### config.mk
export PLATFORM = sky130hd
export DESIGN_NAME = sl_receiver
export DESIGN_NICKNAME = d
export VERILOG_FILES = /design/src/rtl/sl_receiver.sv
export SDC_FILE = /design/constraint.sdc
export NUM_CORES = 1
export LEC_CHECK = 0
export BUFFER_PORTS_ARGS = -buffer_cell sky130_fd_sc_hd__buf_2
export CORE_UTILIZATION = 44
export CTS_CLUSTER_SIZE = 28
export DETAILED_ROUTE_END_ITERATION = 7
export PLACE_DENSITY = 0.67
export SYNTH_ARGS = -nofsm -noshare
export SYNTH_HDL_FRONTEND = slang
export SYNTH_SLANG_ARGS = --single-unit
### constraint.sdc
create_clock -name clk -period 2.25 [get_ports clk]
set_clock_uncertainty 0.05 [all_clocks]
set_input_delay 0.1125 -clock clk [delete_from_list [all_inputs] [get_ports clk]]
set_output_delay 0.1125 -clock clk [all_outputs]
set_load 0.01 [all_outputs]
### src/rtl/sl_receiver.sv
// SL two-wire line receiver: decodes sl0/sl1 low pulses into odd-parity words behind a data/status register port.
// Optional glitch filter on the synchronized lines is enabled by defining SL_RX_GLITCH_FILTER_EN.
module sl_receiver #(
    parameter int unsigned BIT_CLKS     = 8,
    parameter int unsigned TIMEOUT_BITS = 4,
    parameter int unsigned FILTER_LEN   = 3,
    parameter int unsigned MAX_BITS     = 33
) (
    input  logic        clk,
    input  logic        rst,
    input  logic        sl0,
    input  logic        sl1,
    input  logic [31:0] d_in,
    input  logic        addr,
    input  logic        wr_en,
    output logic [31:0] d_out,
    output logic        word_ready
);
    localparam int unsigned CNT_W = $clog2(MAX_BITS + 1);
    localparam int unsigned GAP_W = 16;

    typedef enum logic [2:0] {WAIT_IDLE, IDLE, PULSE0, PULSE1, GAP, STOP} state_t;

    state_t              state, state_nxt;
    logic [1:0]          sync_meta, sync_q, line;   // bit 0 = sl0, bit 1 = sl1
    logic [MAX_BITS-1:0] shift_q;
    logic [CNT_W-1:0]    rx_cnt;
    logic [GAP_W-1:0]    gap_cnt, gap_limit;
    logic [5:0]          word_len, cfg_len, bit_cnt, data_cnt;
    logic [2:0]          word_mode, cfg_mode;
    logic [31:0]         data_q;
    logic                ready, parity_err, length_err, framing_err, overflow, overrun;
    logic                shift_en, shift_bit, word_done, timeout, busy;
    logic                unused_d_in;

    assign unused_d_in = ^{d_in[31:11], d_in[6]};

    // NOTE: sequential state is always updated with non-blocking assignments so every flop samples pre-edge values.
    // Synchronizers reset low so the FSM waits for lines that are really idle, dropping a word in flight.
    always_ff @(posedge clk) begin
        if (rst) begin
            sync_meta <= '0;
            sync_q    <= '0;
        end else begin
            sync_meta <= {sl1, sl0};
            sync_q    <= sync_meta;
        end
    end

`ifdef SL_RX_GLITCH_FILTER_EN
    localparam int unsigned FILT_W = $clog2(FILTER_LEN + 1);
    logic [1:0]        filt_q;
    logic [FILT_W-1:0] filt_cnt [2];

    // A line only changes once its new level has been seen FILTER_LEN samples in a row.
    always_ff @(posedge clk) begin
        if (rst) begin
            filt_q   <= '0;
            filt_cnt <= '{default: '0};
        end else begin
            for (int i = 0; i < 2; i++) begin
                if (sync_q[i] == filt_q[i]) begin
                    filt_cnt[i] <= '0;
                end else if (filt_cnt[i] == FILT_W'(FILTER_LEN - 1)) begin
                    filt_q[i]   <= sync_q[i];
                    filt_cnt[i] <= '0;
                end else begin
                    filt_cnt[i] <= filt_cnt[i] + 1'b1;
                end
            end
        end
    end
    assign line = filt_q;
`else
    localparam int unsigned unused_filter_len = FILTER_LEN;
    assign line = sync_q;
`endif

    assign gap_limit = GAP_W'(TIMEOUT_BITS * BIT_CLKS) << word_mode;
    assign data_cnt  = 6'(rx_cnt - 1'b1);
    assign busy      = (state == PULSE0) || (state == PULSE1) || (state == GAP) || (state == STOP);

    always_ff @(posedge clk) begin
        if (rst) state <= WAIT_IDLE;
        else     state <= state_nxt;
    end

    // NOTE: every output of this block gets a default first, so no path can infer a latch.
    always_comb begin
        state_nxt = state;
        shift_en  = 1'b0;
        shift_bit = 1'b0;
        word_done = 1'b0;
        timeout   = 1'b0;
        unique case (state)
            WAIT_IDLE: if (line == 2'b11) state_nxt = IDLE;
            IDLE, GAP: begin
                if (line == 2'b00) begin
                    state_nxt = (state == IDLE) ? WAIT_IDLE : STOP;
                    word_done = (state == GAP);
                end else if (!line[0]) begin
                    state_nxt = PULSE0;
                    shift_en  = 1'b1;
                end else if (!line[1]) begin
                    state_nxt = PULSE1;
                    shift_en  = 1'b1;
                    shift_bit = 1'b1;
                end else if (state == GAP && gap_cnt == gap_limit - 1'b1) begin
                    state_nxt = IDLE;
                    timeout   = 1'b1;
                end
            end
            PULSE0: begin
                if (line[0])       state_nxt = GAP;
                else if (!line[1]) begin state_nxt = STOP; word_done = 1'b1; end
            end
            PULSE1: begin
                if (line[1])       state_nxt = GAP;
                else if (!line[0]) begin state_nxt = STOP; word_done = 1'b1; end
            end
            STOP:    if (line == 2'b11) state_nxt = IDLE;
            default: state_nxt = WAIT_IDLE;
        endcase
    end

    // Word assembly; configuration is latched at the first bit so mid-word writes affect the next word.
    always_ff @(posedge clk) begin
        if (rst) begin
            shift_q   <= '0;
            rx_cnt    <= '0;
            gap_cnt   <= '0;
            word_len  <= '0;
            word_mode <= '0;
        end else begin
            gap_cnt <= (state == GAP) ? gap_cnt + 1'b1 : '0;
            if (shift_en) begin
                if (state == IDLE) begin
                    shift_q   <= MAX_BITS'(shift_bit);
                    rx_cnt    <= CNT_W'(1);
                    word_len  <= cfg_len;
                    word_mode <= (cfg_mode > 3'd5) ? 3'd5 : cfg_mode;
                end else if (rx_cnt != CNT_W'(MAX_BITS)) begin
                    shift_q <= {shift_q[MAX_BITS-2:0], shift_bit};
                    rx_cnt  <= rx_cnt + 1'b1;
                end
            end
        end
    end

    // Register port and status flags; completion is applied last so it wins over a same-cycle clear.
    always_ff @(posedge clk) begin
        if (rst) begin
            cfg_len     <= '0;
            cfg_mode    <= '0;
            data_q      <= '0;
            bit_cnt     <= '0;
            ready       <= 1'b0;
            parity_err  <= 1'b0;
            length_err  <= 1'b0;
            framing_err <= 1'b0;
            overflow    <= 1'b0;
            overrun     <= 1'b0;
        end else begin
            if (wr_en && addr) begin
                cfg_len  <= d_in[5:0];
                cfg_mode <= d_in[9:7];
                if (d_in[10]) begin
                    ready       <= 1'b0;
                    parity_err  <= 1'b0;
                    length_err  <= 1'b0;
                    framing_err <= 1'b0;
                    overflow    <= 1'b0;
                    overrun     <= 1'b0;
                end
            end
            if (shift_en && state != IDLE && rx_cnt == CNT_W'(MAX_BITS)) overflow <= 1'b1;
            if (timeout) framing_err <= 1'b1;
            if (word_done) begin
                if (rx_cnt == '0) begin
                    framing_err <= 1'b1;
                end else begin
                    data_q     <= 32'(shift_q >> 1);
                    bit_cnt    <= data_cnt;
                    parity_err <= ~^shift_q;
                    length_err <= (word_len != '0) && (data_cnt != word_len);
                    ready      <= 1'b1;
                    if (ready) overrun <= 1'b1;
                end
            end
        end
    end

    always_comb begin
        d_out = data_q;
        if (addr) begin
            d_out = {2'b00, bit_cnt, 1'b0, overrun, overflow, framing_err, length_err,
                     parity_err, ready, busy, 6'b0, cfg_mode, 1'b0, cfg_len};
        end
    end

    assign word_ready = ready;

endmodule
==> Implementation_results.wiki <==
{| class="wikitable"
! Metric !! Value
|-
| RSZ-0062 raised after global routing || false
|-
| Count of final hold-check violations || 0
|-
| Total die area || 13,900 µm²
|-
| Final period util || 0.932
|-
| Fraction of synthesized cell area taken by the top area cell type || 0.421
|-
| Inserted Clock Buffers || 17
|-
| Crit path capture type || flop
|-
| Number of enable flip-flop cells after synthesis || 0
|-
| Worst path arrival time || 2400 ps
|-
| Share of flip-flops with an asynchronous set or reset after synthesis || 0
|-
| Average via count per standard cell || 5.20
|-
| Detailed-router iteration count before antenna repair || 5
|-
| Core Util, Final || 0.544
|-
| Design area || 6980 µm²
|-
| CTS clk-pin slew, worst paths || 60 ps
|-
| Buffers and inverters on the worst path || 1
|-
| Post-synthesis average cell area || 8.28 µm²
|-
| Number of I/O pins || 71
|-
| DRT antenna net count || 0
|-
| Slew headroom || 0.612
|-
| Area Overhead vs Synth || 18.5%
|-
| Critical path fanouts, max || 9
|-
| Maximum clock rate || 477 MHz
|-
| Most instantiated library cell after synthesis || sky130_fd_sc_hd__nand2_1
|-
| Total length of routed wires || 13.1 mm
|-
| Leakage dissipation || 0.00255 µW
|-
| Startpoint-to-endpoint class of the critical path || reg2reg
|-
| Hold path startpoint || rst
|-
| Initial Util || 0.459
|-
| Slowest-stage cell, CP || sky130_fd_sc_hd__or3b_2
|-
| Core Region || 12,800 µm²
|-
| Remaining design rule violation count || 0
|-
| Max_cap viols || 0
|-
| Summed instance area of the synthesized netlist || 5890 µm²
|-
| Maximum buffer depth of the clock tree || 2
|-
| Die Y-Extent || 118 µm
|-
| Count of endpoints failing setup in the final report || 0
|-
| Time the worst path needs with I/O delays and setup || 2100 ps
|-
| Setup TNS after final layout || 0 ps
|-
| Yosys Warn Count || 0
|-
| Routability cong. || 0.853
|-
| Number of H-tree levels || 4
|-
| Number of global-route vias before repair || 4,636
|-
| Aggregate global-route resource usage || 0.196
|-
| Root Buffer Master || sky130_fd_sc_hd__clkbuf_16
|-
| Via count of the routed design || 4,918
|-
| Nets@finish || 810
|-
| Path type of the worst min-delay path || in2reg
|-
| Run status || finished clean
|-
| Instance count of the mapped netlist || 712
|-
| Register area share after synthesis || 0.421
|-
| Post-synthesis register bit count || 124
|-
| Top post-synthesis cells by area || sky130_fd_sc_hd__dfxtp_1, sky130_fd_sc_hd__nand2_1, sky130_fd_sc_hd__a21oi_1, sky130_fd_sc_hd__xnor2_1, sky130_fd_sc_hd__mux2_2
|-
| Synth cell count leaders || sky130_fd_sc_hd__nand2_1, sky130_fd_sc_hd__dfxtp_1, sky130_fd_sc_hd__a21oi_1
|-
| Ratio of cells with drive above 1 in the final layout || 0.176
|-
| Worst stage delay on the critical path || 450 ps
|-
| Worst R2R Start || word_mode[0]$_SDFFE_PP0P_
|-
| Number of placement rows || 41
|-
| Worst-case vdd ir drop || 536 µV
|-
| Cell Pwr Density || 786 nW/µm²
|-
| Cell-by-cell trace of the critical path || inv_1 -> nand2_1 -> ha_4 -> or3b_2 -> a21oi_1 -> o211ai_1 -> a2111o_1 -> a21oi_1
|-
| First-pass GRT wire length || 21.8 mm
|-
| Inserted Diodes || 0
|-
| WL/cell || 13.9 µm
|-
| Launching element of the worst setup path || word_mode[0]$_SDFFE_PP0P_
|-
| TritonCTS clock tree || built
|-
| Die width || 118 µm
|-
| Pin count of the biggest net entering global routing || 47
|-
| Most used flip-flop cell after synthesis || sky130_fd_sc_hd__dfxtp_1
|-
| Most Frequent Cell on Critical Path || sky130_fd_sc_hd__a21oi_1
|-
| Number of I/O port buffers || 48
|-
| Antenna violations before repair || 0
|-
| Final Total Pwr || 5490 µW
|-
| Cell type contributing the most total cell area after synthesis || sky130_fd_sc_hd__dfxtp_1
|-
| Number of distinct standard cells referenced by the synthesized netlist || 54
|-
| Top cell family by delay on the critical path || compound AO/OA/AOI/OAI gates
|-
| Detailed Route Iter0 Violations || 214
|-
| Cell Area, Placed || 6260 µm²
|-
| Insertion delay to the later sink of the worst-skew pair || 420 ps
|-
| Category of the worst setup path launch point || flop
|-
| CTS Sinks || 124
|-
| Total global routing overflow || 0
|-
| Count of pins over their slew limit || 0
|-
| Half-perimeter wire length of the detailed placement result || 8.87 mm
|-
| Post-synth net total || 762
|-
| Slew at the pin closest to its max-slew limit || 582 ps
|-
| Required time worst endpoint || 2550 ps
|}
## final cells by class
type / count / area [µm²]
inverter: 17 / 63.8
timing repair buffer: 82 / 538
fill: 1155 / 5840
multi-input combinational: 518 / 3090
sequential: 124 / 2480
clock buffer: 20 / 457
tap: 172 / 215
clock inverter: 12 / 136
## placed cells by master (no fill, tap or decap), drive strengths merged, types with 7 or more instances in the layout
cell type    instances
buf                 71
nand3               40
xor2                17
or3                  7
ha                  12
inv                 20
clkbuf              20
a21oi               96
nand4                9
dlygate4sd3         11
nor2                44
nor2b               18
mux2                21
dfxtp              124
xnor2               40
nand2              133
a211oi               7
o21ai                8
mux2i                7
## metrics by stage
step / hold slack, ps / instances / worst slack (ps)
after CTS: 38.9 / 945 / 65.0
after detailed placement: 288 / 902 / 71.0
after global placement: 287 / 902 / 149
final: 50.7 / 945 / 154
after global routing: 70.5 / 945 / 15.9
after floorplan: 191 / 712 / 43.2
## timing repair
item | 4_1_cts | 5_1_grt
endpoints found under the hold margin | 11 | 0
resized for setup | 0 | 5
hold buffers | 11 | 0
setup buffers | 0 | 0
endpoints found under the setup margin | 0 | 27
## state kept, by name, summed over array words and instances (netlist names), 2 cells and up
| signal | cells |
|---|---|
| line | 2 |
| cfg_len | 6 |
| cfg_mode | 3 |
| gap_cnt | 16 |
| sync_meta | 2 |
| shift_q | 33 |
| word_len | 6 |
| rx_cnt | 6 |
| word_mode | 3 |
| bit_cnt | 6 |
| state | 3 |
| data_q | 32 |
## power by group
part | switching [µW] | internal, µW
combinational | 314 | 192
clock | 1020 | 1690
sequential | 38.6 | 2220
## logic make-up (layout without fill, tap and decap cells)
kind of cell / count (synthesis) / after routing / share of synthesized area
adder cells (fa/ha/maj): 12 / 12 / 0.0255
buffers and inverters: 70 / 131 / 0.0595
flip-flops: 124 / 124 / 0.421
XOR/XNOR: 58 / 58 / 0.0886
multiplexers: 28 / 28 / 0.0520
AND/OR/NAND/NOR: 290 / 290 / 0.229
AO/OA/AOI/OAI: 130 / 130 / 0.124
## metal layers
metal / global-route usage / wire (µm) / vias up
met3: 0.0426 / 459 / 16
li1: - / - / 2498
met1: 0.237 / 5930 / 2319
met4: 0.0929 / 183 / 0
met5: 0 / 0 / -
met2: 0.330 / 6560 / 85
## path summary, 6_finish.rpt
kind / endpoint / slack [ps] / cells past startpoint
max: framing_err$_SDFF_PP0_ / 150 / 8
min: rx_cnt[0]$_SDFFE_PP0P_ / 50 / 2
max reg2reg: framing_err$_SDFF_PP0_ / 150 / 8
min reg2reg: line[1]$_SDFF_PP0_ / 390 / 1
Note: power is estimated with default switching activity, not from simulation.
